`config.mk`:
```
export PLATFORM = sky130hd
export DESIGN_NAME = mc_control_flat
export DESIGN_NICKNAME = d
export VERILOG_FILES = /design/src/rtl/mc_control_if.sv /design/src/rtl/mc_control.sv /design/src/flat_wrapper.sv
export SDC_FILE = /design/constraint.sdc
export NUM_CORES = 1
export LEC_CHECK = 0
export ABC_AREA = 1
export ABC_CLOCK_PERIOD_IN_PS = 4100
export BUFFER_PORTS_ARGS = -buffer_cell sky130_fd_sc_hd__buf_2
export CAP_MARGIN = 20
export CORE_MARGIN = 1.5
export CORE_UTILIZATION = 40
export CTS_BUF_LIST = sky130_fd_sc_hd__clkbuf_4
export CTS_CLUSTER_SIZE = 16
export DETAILED_ROUTE_END_ITERATION = 8
export PLACE_DENSITY_LB_ADDON = 0.3
export RECOVER_POWER = 25
export SETUP_SLACK_MARGIN = 0.05
export SLEW_MARGIN = 20
export SYNTH_ARGS = -nofsm -noshare
export SYNTH_HDL_FRONTEND = slang
export SYNTH_SLANG_ARGS = --single-unit
export TNS_END_PERCENT = 20
```
`constraint.sdc`:
```
create_clock -name clk -period 4.1 [get_ports clk]
set_input_delay 0.41 -clock clk [delete_from_list [all_inputs] [get_ports clk]]
set_output_delay 0.41 -clock clk [all_outputs]
set_load 0.02 [all_outputs]
```
`src/rtl/mc_control_if.sv`:
```
// Control bundle between the multicycle main controller and the datapath.
// The controller (master) reads the IR and zero flag and drives every enable, select and status.
interface mc_control_if #(
  parameter int CNT_W = 32
);
  logic [31:0]      instr;
  logic             zero;
  logic             pc_write;
  logic [1:0]       pc_src;
  logic             ir_write;
  logic             mem_write;
  logic             reg_write;
  logic             reg_dst;
  logic             mem_to_reg;
  logic             alu_src;
  logic [2:0]       alu_op;
  logic [1:0]       ext_op;
  logic [15:0]      imm16;
  logic [2:0]       state;
  logic             illegal;
  logic [CNT_W-1:0] retired;

  modport master (
    input  instr, zero,
    output pc_write, pc_src, ir_write, mem_write, reg_write, reg_dst, mem_to_reg,
           alu_src, alu_op, ext_op, imm16, state, illegal, retired
  );

  modport slave (
    output instr, zero,
    input  pc_write, pc_src, ir_write, mem_write, reg_write, reg_dst, mem_to_reg,
           alu_src, alu_op, ext_op, imm16, state, illegal, retired
  );
endinterface

```
`src/rtl/mc_control.sv`:
```
// Multicycle main controller for the MIPS-subset CPU: FETCH/DECODE/EXEC/MEM/WB sequencing,
// Moore-style datapath controls decoded from the held IR, and a retired-instruction counter.
module mc_control #(
  parameter bit ILLEGAL_TRAP = 1'b0,
  parameter int CNT_W        = 32
) (
  input logic         clk,
  input logic         rst,
  mc_control_if.master bus
);

  typedef enum logic [2:0] {
    S_FETCH  = 3'd0,
    S_DECODE = 3'd1,
    S_EXEC   = 3'd2,
    S_MEM    = 3'd3,
    S_WB     = 3'd4,
    S_HALT   = 3'd5
  } state_e;

  localparam logic [2:0] ALU_ADD    = 3'd0;
  localparam logic [2:0] ALU_SUB    = 3'd1;
  localparam logic [2:0] ALU_AND    = 3'd2;
  localparam logic [2:0] ALU_OR     = 3'd3;
  localparam logic [2:0] ALU_SLT    = 3'd4;
  localparam logic [2:0] ALU_PASS_B = 3'd5;

  localparam logic [1:0] EXT_ZERO = 2'd0;
  localparam logic [1:0] EXT_HIGH = 2'd1;
  localparam logic [1:0] EXT_SIGN = 2'd2;

  localparam logic [1:0] PC_SEQ    = 2'd0;
  localparam logic [1:0] PC_BRANCH = 2'd1;
  localparam logic [1:0] PC_JUMP   = 2'd2;

  localparam logic [5:0] OP_RTYPE = 6'h00;
  localparam logic [5:0] OP_J     = 6'h02;
  localparam logic [5:0] OP_BEQ   = 6'h04;
  localparam logic [5:0] OP_ADDIU = 6'h09;
  localparam logic [5:0] OP_ORI   = 6'h0D;
  localparam logic [5:0] OP_LUI   = 6'h0F;
  localparam logic [5:0] OP_LW    = 6'h23;
  localparam logic [5:0] OP_SW    = 6'h2B;

  state_e           state_q, state_d;
  logic [CNT_W-1:0] retired_q, retired_d;

  logic [5:0] opcode;
  logic [5:0] funct;
  logic       is_r, is_j, is_beq, is_addiu, is_ori, is_lui, is_lw, is_sw, legal;
  logic [2:0] r_alu_op;
  logic [1:0] ext_sel;

  logic       pc_write, ir_write, mem_write, reg_write, illegal, retire;
  logic [1:0] pc_src, ext_op;
  logic       reg_dst, mem_to_reg, alu_src;
  logic [2:0] alu_op;

  assign opcode = bus.instr[31:26];
  assign funct  = bus.instr[5:0];

  assign is_j     = (opcode == OP_J);
  assign is_beq   = (opcode == OP_BEQ);
  assign is_addiu = (opcode == OP_ADDIU);
  assign is_ori   = (opcode == OP_ORI);
  assign is_lui   = (opcode == OP_LUI);
  assign is_lw    = (opcode == OP_LW);
  assign is_sw    = (opcode == OP_SW);
  assign legal    = is_r | is_j | is_beq | is_addiu | is_ori | is_lui | is_lw | is_sw;

  // An R-type only counts as recognised when its funct is one of the five supported ops.
  always_comb begin
    is_r     = 1'b0;
    r_alu_op = ALU_ADD;
    if (opcode == OP_RTYPE) begin
      case (funct)
        6'h21: begin is_r = 1'b1; r_alu_op = ALU_ADD; end
        6'h23: begin is_r = 1'b1; r_alu_op = ALU_SUB; end
        6'h24: begin is_r = 1'b1; r_alu_op = ALU_AND; end
        6'h25: begin is_r = 1'b1; r_alu_op = ALU_OR;  end
        6'h2A: begin is_r = 1'b1; r_alu_op = ALU_SLT; end
        default: ;
      endcase
    end
  end

  always_comb begin
    ext_sel = EXT_ZERO;
    if (is_lui) begin
      ext_sel = EXT_HIGH;
    end else if (is_addiu | is_lw | is_sw | is_beq) begin
      ext_sel = EXT_SIGN;
    end
  end

  always_comb begin
    state_d    = S_FETCH;
    pc_write   = 1'b0;
    pc_src     = PC_SEQ;
    ir_write   = 1'b0;
    mem_write  = 1'b0;
    reg_write  = 1'b0;
    reg_dst    = 1'b0;
    mem_to_reg = 1'b0;
    alu_src    = 1'b0;
    alu_op     = ALU_ADD;
    ext_op     = EXT_ZERO;
    illegal    = 1'b0;
    retire     = 1'b0;

    case (state_q)
      S_FETCH: begin
        ir_write = 1'b1;
        pc_write = 1'b1;
        state_d  = S_DECODE;
      end
      S_DECODE: begin
        if (!legal) begin
          illegal = 1'b1;
          state_d = ILLEGAL_TRAP ? S_HALT : S_FETCH;
        end else if (is_j) begin
          pc_write = 1'b1;
          pc_src   = PC_JUMP;
          retire   = 1'b1;
          state_d  = S_FETCH;
        end else begin
          state_d = S_EXEC;
        end
      end
      S_EXEC: begin
        ext_op = ext_sel;
        if (is_r) begin
          alu_op  = r_alu_op;
          state_d = S_WB;
        end else if (is_beq) begin
          alu_op   = ALU_SUB;
          pc_src   = PC_BRANCH;
          pc_write = bus.zero;
          retire   = 1'b1;
          state_d  = S_FETCH;
        end else begin
          alu_src = 1'b1;
          alu_op  = is_ori ? ALU_OR : (is_lui ? ALU_PASS_B : ALU_ADD);
          state_d = (is_lw | is_sw) ? S_MEM : S_WB;
        end
      end
      S_MEM: begin
        ext_op = ext_sel;
        if (is_sw) begin
          mem_write = 1'b1;
          retire    = 1'b1;
          state_d   = S_FETCH;
        end else begin
          state_d = S_WB;
        end
      end
      S_WB: begin
        ext_op     = ext_sel;
        reg_write  = 1'b1;
        reg_dst    = is_r;
        mem_to_reg = is_lw;
        retire     = 1'b1;
        state_d    = S_FETCH;
      end
      S_HALT: state_d = S_HALT;
      default: state_d = S_FETCH;
    endcase

    // Reset masks every enable in the same cycle so an abandoned instruction writes nothing.
    if (rst) begin
      pc_write  = 1'b0;
      ir_write  = 1'b0;
      mem_write = 1'b0;
      reg_write = 1'b0;
      illegal   = 1'b0;
      retire    = 1'b0;
    end

    retired_d = retire ? retired_q + CNT_W'(1) : retired_q;
  end

  always_ff @(posedge clk) begin
    if (rst) begin
      state_q   <= S_FETCH;
      retired_q <= '0;
    end else begin
      state_q   <= state_d;
      retired_q <= retired_d;
    end
  end

  assign bus.pc_write   = pc_write;
  assign bus.pc_src     = pc_src;
  assign bus.ir_write   = ir_write;
  assign bus.mem_write  = mem_write;
  assign bus.reg_write  = reg_write;
  assign bus.reg_dst    = reg_dst;
  assign bus.mem_to_reg = mem_to_reg;
  assign bus.alu_src    = alu_src;
  assign bus.alu_op     = alu_op;
  assign bus.ext_op     = ext_op;
  assign bus.imm16      = bus.instr[15:0];
  assign bus.state      = state_q;
  assign bus.illegal    = illegal;
  assign bus.retired    = retired_q;

endmodule

```
`src/flat_wrapper.sv`:
```
// flat-port wrapper written by rule: the top's interface ports become plain ports
module mc_control_flat 
#(
  parameter bit ILLEGAL_TRAP = 1'b0,
  parameter int CNT_W        = 32
)
  (clk, rst, bus_instr, bus_zero, bus_pc_write, bus_pc_src, bus_ir_write, bus_mem_write, bus_reg_write, bus_reg_dst, bus_mem_to_reg, bus_alu_src, bus_alu_op, bus_ext_op, bus_imm16, bus_state, bus_illegal, bus_retired);
  mc_control_if #(.CNT_W(CNT_W)) bus_i ();
  input logic clk;
  input logic rst;
  input wire logic [$bits(bus_i.instr)-1:0] bus_instr;
  input wire logic [$bits(bus_i.zero)-1:0] bus_zero;
  output wire logic [$bits(bus_i.pc_write)-1:0] bus_pc_write;
  output wire logic [$bits(bus_i.pc_src)-1:0] bus_pc_src;
  output wire logic [$bits(bus_i.ir_write)-1:0] bus_ir_write;
  output wire logic [$bits(bus_i.mem_write)-1:0] bus_mem_write;
  output wire logic [$bits(bus_i.reg_write)-1:0] bus_reg_write;
  output wire logic [$bits(bus_i.reg_dst)-1:0] bus_reg_dst;
  output wire logic [$bits(bus_i.mem_to_reg)-1:0] bus_mem_to_reg;
  output wire logic [$bits(bus_i.alu_src)-1:0] bus_alu_src;
  output wire logic [$bits(bus_i.alu_op)-1:0] bus_alu_op;
  output wire logic [$bits(bus_i.ext_op)-1:0] bus_ext_op;
  output wire logic [$bits(bus_i.imm16)-1:0] bus_imm16;
  output wire logic [$bits(bus_i.state)-1:0] bus_state;
  output wire logic [$bits(bus_i.illegal)-1:0] bus_illegal;
  output wire logic [$bits(bus_i.retired)-1:0] bus_retired;
  assign bus_i.instr = bus_instr;
  assign bus_i.zero = bus_zero;
  assign bus_pc_write = bus_i.pc_write;
  assign bus_pc_src = bus_i.pc_src;
  assign bus_ir_write = bus_i.ir_write;
  assign bus_mem_write = bus_i.mem_write;
  assign bus_reg_write = bus_i.reg_write;
  assign bus_reg_dst = bus_i.reg_dst;
  assign bus_mem_to_reg = bus_i.mem_to_reg;
  assign bus_alu_src = bus_i.alu_src;
  assign bus_alu_op = bus_i.alu_op;
  assign bus_ext_op = bus_i.ext_op;
  assign bus_imm16 = bus_i.imm16;
  assign bus_state = bus_i.state;
  assign bus_illegal = bus_i.illegal;
  assign bus_retired = bus_i.retired;
  mc_control #(.ILLEGAL_TRAP(ILLEGAL_TRAP), .CNT_W(CNT_W)) u_core (.clk(clk), .rst(rst), .bus(bus_i));
endmodule
```
### After elaboration in Yosys (flattened, before gate mapping)

Cells that the tools add are included.

* bits in registers: 35
* input bits: 35
* output and inout bits: 66
* word-level logic and storage cells: 84

* add/sub/neg operators: 1
* equal/unequal tests: 17
* multiplexer cells: 49
* bitwise logic cells: 11
* reductions and logical operators: 4

Operator list (count)
* == test 6 bit, second input constant: 7
* two-way mux 3 bit: 11
* adder 32 x 1 -> 32 bit, second input constant: 1
* two-way mux 1 bit: 26
* == test 6 x 4 -> 1 bit, second input constant: 3
* one-hot mux 3 bit (5 select lines): 1
* two-way mux 2 bit: 7
* one-hot mux 3 bit (4 select lines): 1
* bitwise OR 1 bit: 11
* == test 3 x 2 -> 1 bit, second input constant: 2
* == test 3 bit, second input constant: 2
* == test 6 x 2 -> 1 bit, second input constant: 1
* == test 6 x 3 -> 1 bit, second input constant: 1
* logical NOT 6 bit: 1
* OR reduction 5 bit: 1
* one-hot mux 1 bit (4 select lines): 1
* one-hot mux 2 bit (2 select lines): 1
* == test 3 x 1 -> 1 bit, second input constant: 1
* logical NOT 3 bit: 1
* one-hot mux 1 bit (3 select lines): 1
* OR reduction 3 bit: 1

### Logic depth before layout (Yosys ltp)

* depth after elaboration: 14
* gate-level depth with buffers: 10
* mapped depth without buffers: 10

### Least setup slack after synthesis

No wires, ideal clock.

* kind: in2out
* from: input bus_instr[5]
* to: output bus_alu_op[2]
* arrival time: 1.415 ns
* path slack: 2.275 ns
* stages: 7
* buffers on the path: 0
* cells stage by stage: inv_1 > nor2_1 > nand3b_1 > nand3_1 > nand2_1 > nand3_1 > o21ai_0

* cells in the longest elaborated chain, start to end: 6
* elaborated cells on any way between the ends: 12
* classes of those cells: eq/ne: 5; mux: 6; reduce/logical: 1

RTL lines
* from (decl): RTL line flat_wrapper.sv:11 `input wire logic [$bits(bus_i.instr)-1:0] bus_instr;`
* == test 6 bit: RTL line mc_control.sv:76 `case (funct)`
* OR reduction 5 bit (no source line)
* two-way mux 1 bit: RTL line mc_control.sv:76
* two-way mux 1 bit: RTL line mc_control.sv:75 `if (opcode == OP_RTYPE) begin`
* two-way mux 3 bit *: RTL line mc_control.sv:132 `if (is_r) begin`
* two-way mux 3 bit *: RTL line mc_control.sv:111 `case (state_q)`
* to (decl): RTL line flat_wrapper.sv:21 `output wire logic [$bits(bus_i.alu_op)-1:0] bus_alu_op;`

Every way passes the cells marked *; elsewhere a longest branch is shown, timed or not.

### Worst setup path in the final report

* from: register u_core.state_q[2], in the netlist u_core.bus.state[2]
* to: output bus_pc_write

* cells in the longest elaborated chain, start to end: 3
* elaborated cells on any way between the ends: 5
* classes of those cells: eq/ne: 2; mux: 2; reduce/logical: 1

RTL lines
* from (decl): RTL line mc_control.sv:45 `state_e state_q, state_d;`
* from (signal assigned): RTL line mc_control.sv:187 `state_q <= state_d;`
* == test 3 x 2 -> 1 bit, or another cell as far along: RTL line mc_control.sv:111
* one-hot mux 1 bit (3 select lines) *: RTL line mc_control.sv:111
* two-way mux 1 bit *: RTL line mc_control.sv:170 `if (rst) begin`
* to (decl): RTL line flat_wrapper.sv:13 `output wire logic [$bits(bus_i.pc_write)-1:0] bus_pc_write;`

Marks and branches as above.

==> impl_metrics.ini <==
[route]
dr.pass1.iters = 4
via_per_inst = 4.89
drt_wl_total_mm = 7.64
drc = 0
antenna_left = 0
vias = 3158
drt_iter0_drc = 208
routed_wire_length_per_instance_um = 11.8

[worst_setup_path]
path_delay_family = simple AND/OR/NAND/NOR gates
cp_num_buf_inv = 4
cp_max_fo = 6
cp_cell_sequence = inv_1 -> nand2_2 -> nor2_1 -> inv_1 -> nor2_1 -> nand2_1 -> nand3_1 -> nand2_1 -> inv_1 -> buf_2
cp_common_cell = inv_1
criticalPathCategory = flip-flop to primary output
worstPathRequired_ps = 3690
crit_path_start_kind = flip-flop
r2r_slack_ps = 2120
worstPathArrival_ps = 1980
end_kind = primary output
max_stage_delay_ps = 370
cp_slowest_cell = dfxtp_1

[cts]
cts-buffers-inserted = 5
cts_buffer_depth = 2
hold_buffers = 0
ctsResizeCount = 0
clk_pin_slew_ps = 100
cts_tree = yes
cts.sink_count = 35
htreeDepth = 2
clock_latency_ps = 350
cts_setup_buffers = 0
cts-root-buf = clkbuf_4

[timing]
fin_skew_ps = 14.5
finalSetupViolations = 0
slew_violations = 0
min_period_ps = 2390
hold_viol = 0
rsz0062_at_grt = false
relSlewSlack_pct = 48.7
tightest_slew_ps = 768
fmax_mhz = 419
final.period_utilization_pct = 58.2
finalSetupTns_ps = 0
setup_ws_ps = 1710

[power]
ir_worst_vdd_mv = 0.0717
power_mw = 0.602
p_leak_nw = 1.31
p_per_area_nw_per_um2 = 187

[die]
start_util_pct = 42.2
rows = 30
core_area_um2 = 6910
die_x_um = 88.3
io_pins = 101
die-area_um2 = 7800
die_y_um = 88.3

[status]
status = completed

[cells_and_area]
syn_to_final_growth_pct = 10.8
multi_input_area_um2 = 1850
fin_util_pct = 46.7
diodes = 0
n_fill_cell = 774
drive_gt1_share_pct = 18.2
nets = 585
area.sequential_um2 = 701

[yosys]
netlist_instances = 497
postSynthAreaPerCell_um2 = 5.86
syn_nets = 533
netlist_area_um2 = 2910
ys_ff_latch = 35
ys_warn_count = 0
ys_seq_area_share_pct = 24.1
ys_types = 31

[place]
io_buffers = 70
place_ws_ps = 1700
gp_congestion = 0.896
hpwlAfterDp_mm = 5.73

[global_routing]
antenna_found_initial = 0
grt_first_pass_wirelength_mm = 13.1
grt_util_all_layers_pct = 21.0
overflow = 0
grt_max_degree = 41
grt_pass1_vias = 2898

[job]
cap_violations = 0

[hold_path]
hold_path_class = flip-flop to flip-flop
-- Yosys cell counts --
| cell type | instances | area (um^2) |
|---|---|---|
| ha_1 | 1 | 12.5 |
| nor2_1 | 80 | 300 |
| inv_1 | 39 | 146 |
| nor2_4 | 3 | 33.8 |
| nor4_1 | 1 | 6.26 |
| nor2_2 | 4 | 25.0 |
| nand2_1 | 181 | 679 |
| buf_1 | 1 | 3.75 |
| nand3b_1 | 16 | 120 |
| clkbuf_1 | 2 | 7.51 |
| nand4_1 | 2 | 12.5 |
| xnor2_1 | 3 | 26.3 |
| dfxtp_1 | 35 | 701 |
| nand2_4 | 3 | 33.8 |
| nor3_1 | 3 | 15.0 |
| a21oi_1 | 29 | 145 |
| a22o_1 | 1 | 8.76 |
| inv_2 | 2 | 7.51 |
| clkinv_1 | 1 | 3.75 |
| nand2_2 | 11 | 68.8 |
| buf_4 | 18 | 135 |
| buf_2 | 3 | 15.0 |
| xor2_1 | 4 | 35.0 |
| o21bai_4 | 1 | 18.8 |
| a21oi_2 | 9 | 78.8 |
| buf_12 | 1 | 20.0 |
| o21ai_0 | 12 | 60.1 |
| buf_6 | 1 | 11.3 |
| nand3_2 | 3 | 30.0 |
| nor2_8 | 1 | 20.0 |
| nand3_1 | 26 | 130 |
-- per-stage QoR --
stage	std cells	instance area, um^2	hold slack, ps
after floorplan	497	2910	572
after global placement	638	3200	488
after detailed placement	638	3200	504
after CTS	646	3250	520
after global routing	646	3230	559
final	646	3230	518
-- per-layer routing --
layer | vias up | share of wire (%) | GRT usage (%)
met5 | - | 0 | 0
met4 | 0 | 1.3 | 6.68
met3 | 13 | 5.9 | 3.64
met2 | 100 | 46 | 35.0
met1 | 1393 | 47 | 27.6
li1 | 1652 | - | -
-- final timing paths --
check                                                      endpoint  depth (start not counted)                                 from
worst max-delay path                                   bus_pc_write                         10       u_core.bus.state[2]$_SDFF_PP0_
worst min-delay path            u_core.bus.retired[31]$_SDFFE_PP0P_                          2  u_core.bus.retired[31]$_SDFFE_PP0P_
worst max register to register  u_core.bus.retired[28]$_SDFFE_PP0P_                         10   u_core.bus.retired[0]$_SDFFE_PP0P_
worst min register to register  u_core.bus.retired[31]$_SDFFE_PP0P_                          2  u_core.bus.retired[31]$_SDFFE_PP0P_
-- worst min-delay path, stage by stage, from the launching register on --
cell	delay, ps
dfxtp_1	350
nand2_1	90
a21oi_2	50
-- final cells by class --
type,count,share of cell area (%)
Timing Repair Buffer,71,10.6
Inverter,42,4.89
Multi-Input combinational cell,394,57.4
Tap cell,96,3.72
Sequential cell,35,21.7
Clock buffer,6,1.40
Clock inverter,2,0.233
-- cell families (layout without fill, tap and decap cells) --
kind of cell / after synthesis / count (layout) / share of synthesized area [%]
compound gates: 52 / 52 / 10.7
xor+xnor: 7 / 7 / 2.11
fa+ha+maj: 1 / 1 / 0.430
buf+inv: 68 / 121 / 12.0
flops: 35 / 35 / 24.1
simple gates: 334 / 334 / 50.7
-- layout by cell type, fill, tap and decap left out --
cell      Yosys  routed
nand2_2      11      11
nand4_1       2       2
clkbuf_4      0       6
a21oi_2       9       9
ha_1          1       1
inv_2         2       2
nor4_1        1       1
nand3_2       3       3
nor3_1        3       3
nor2_4        3       2
o21bai_4      1       1
clkbuf_1      2      13
nand2_4       3       3
a21oi_1      29      29
nand3b_1     16      16
nand3_1      26      26
nor2_1       80      81
nand2_1     181     181
xor2_1        4       4
buf_4        18       1
inv_1        39      39
xnor2_1       3       3
nor2_8        1       1
nor2_2        4       4
o21ai_0      12      12
dfxtp_1      35      35
buf_2         3      57
clkinv_1      1       3
a22o_1        1       1
-- power by group --
group | leakage, nW | total (mW) | switching [mW] | internal (mW)
sequential | 0.282 | 0.343 | 0.00178 | 0.341
combinational | 0.995 | 0.0669 | 0.0481 | 0.0188
clock | 0.0307 | 0.192 | 0.122 | 0.0702
-- flip-flops by register name (all words and copies together), names as in the netlist --
name and flops:
u_core.bus.state 3, u_core.bus.retired 32
Power figures use the tool's default switching activity.
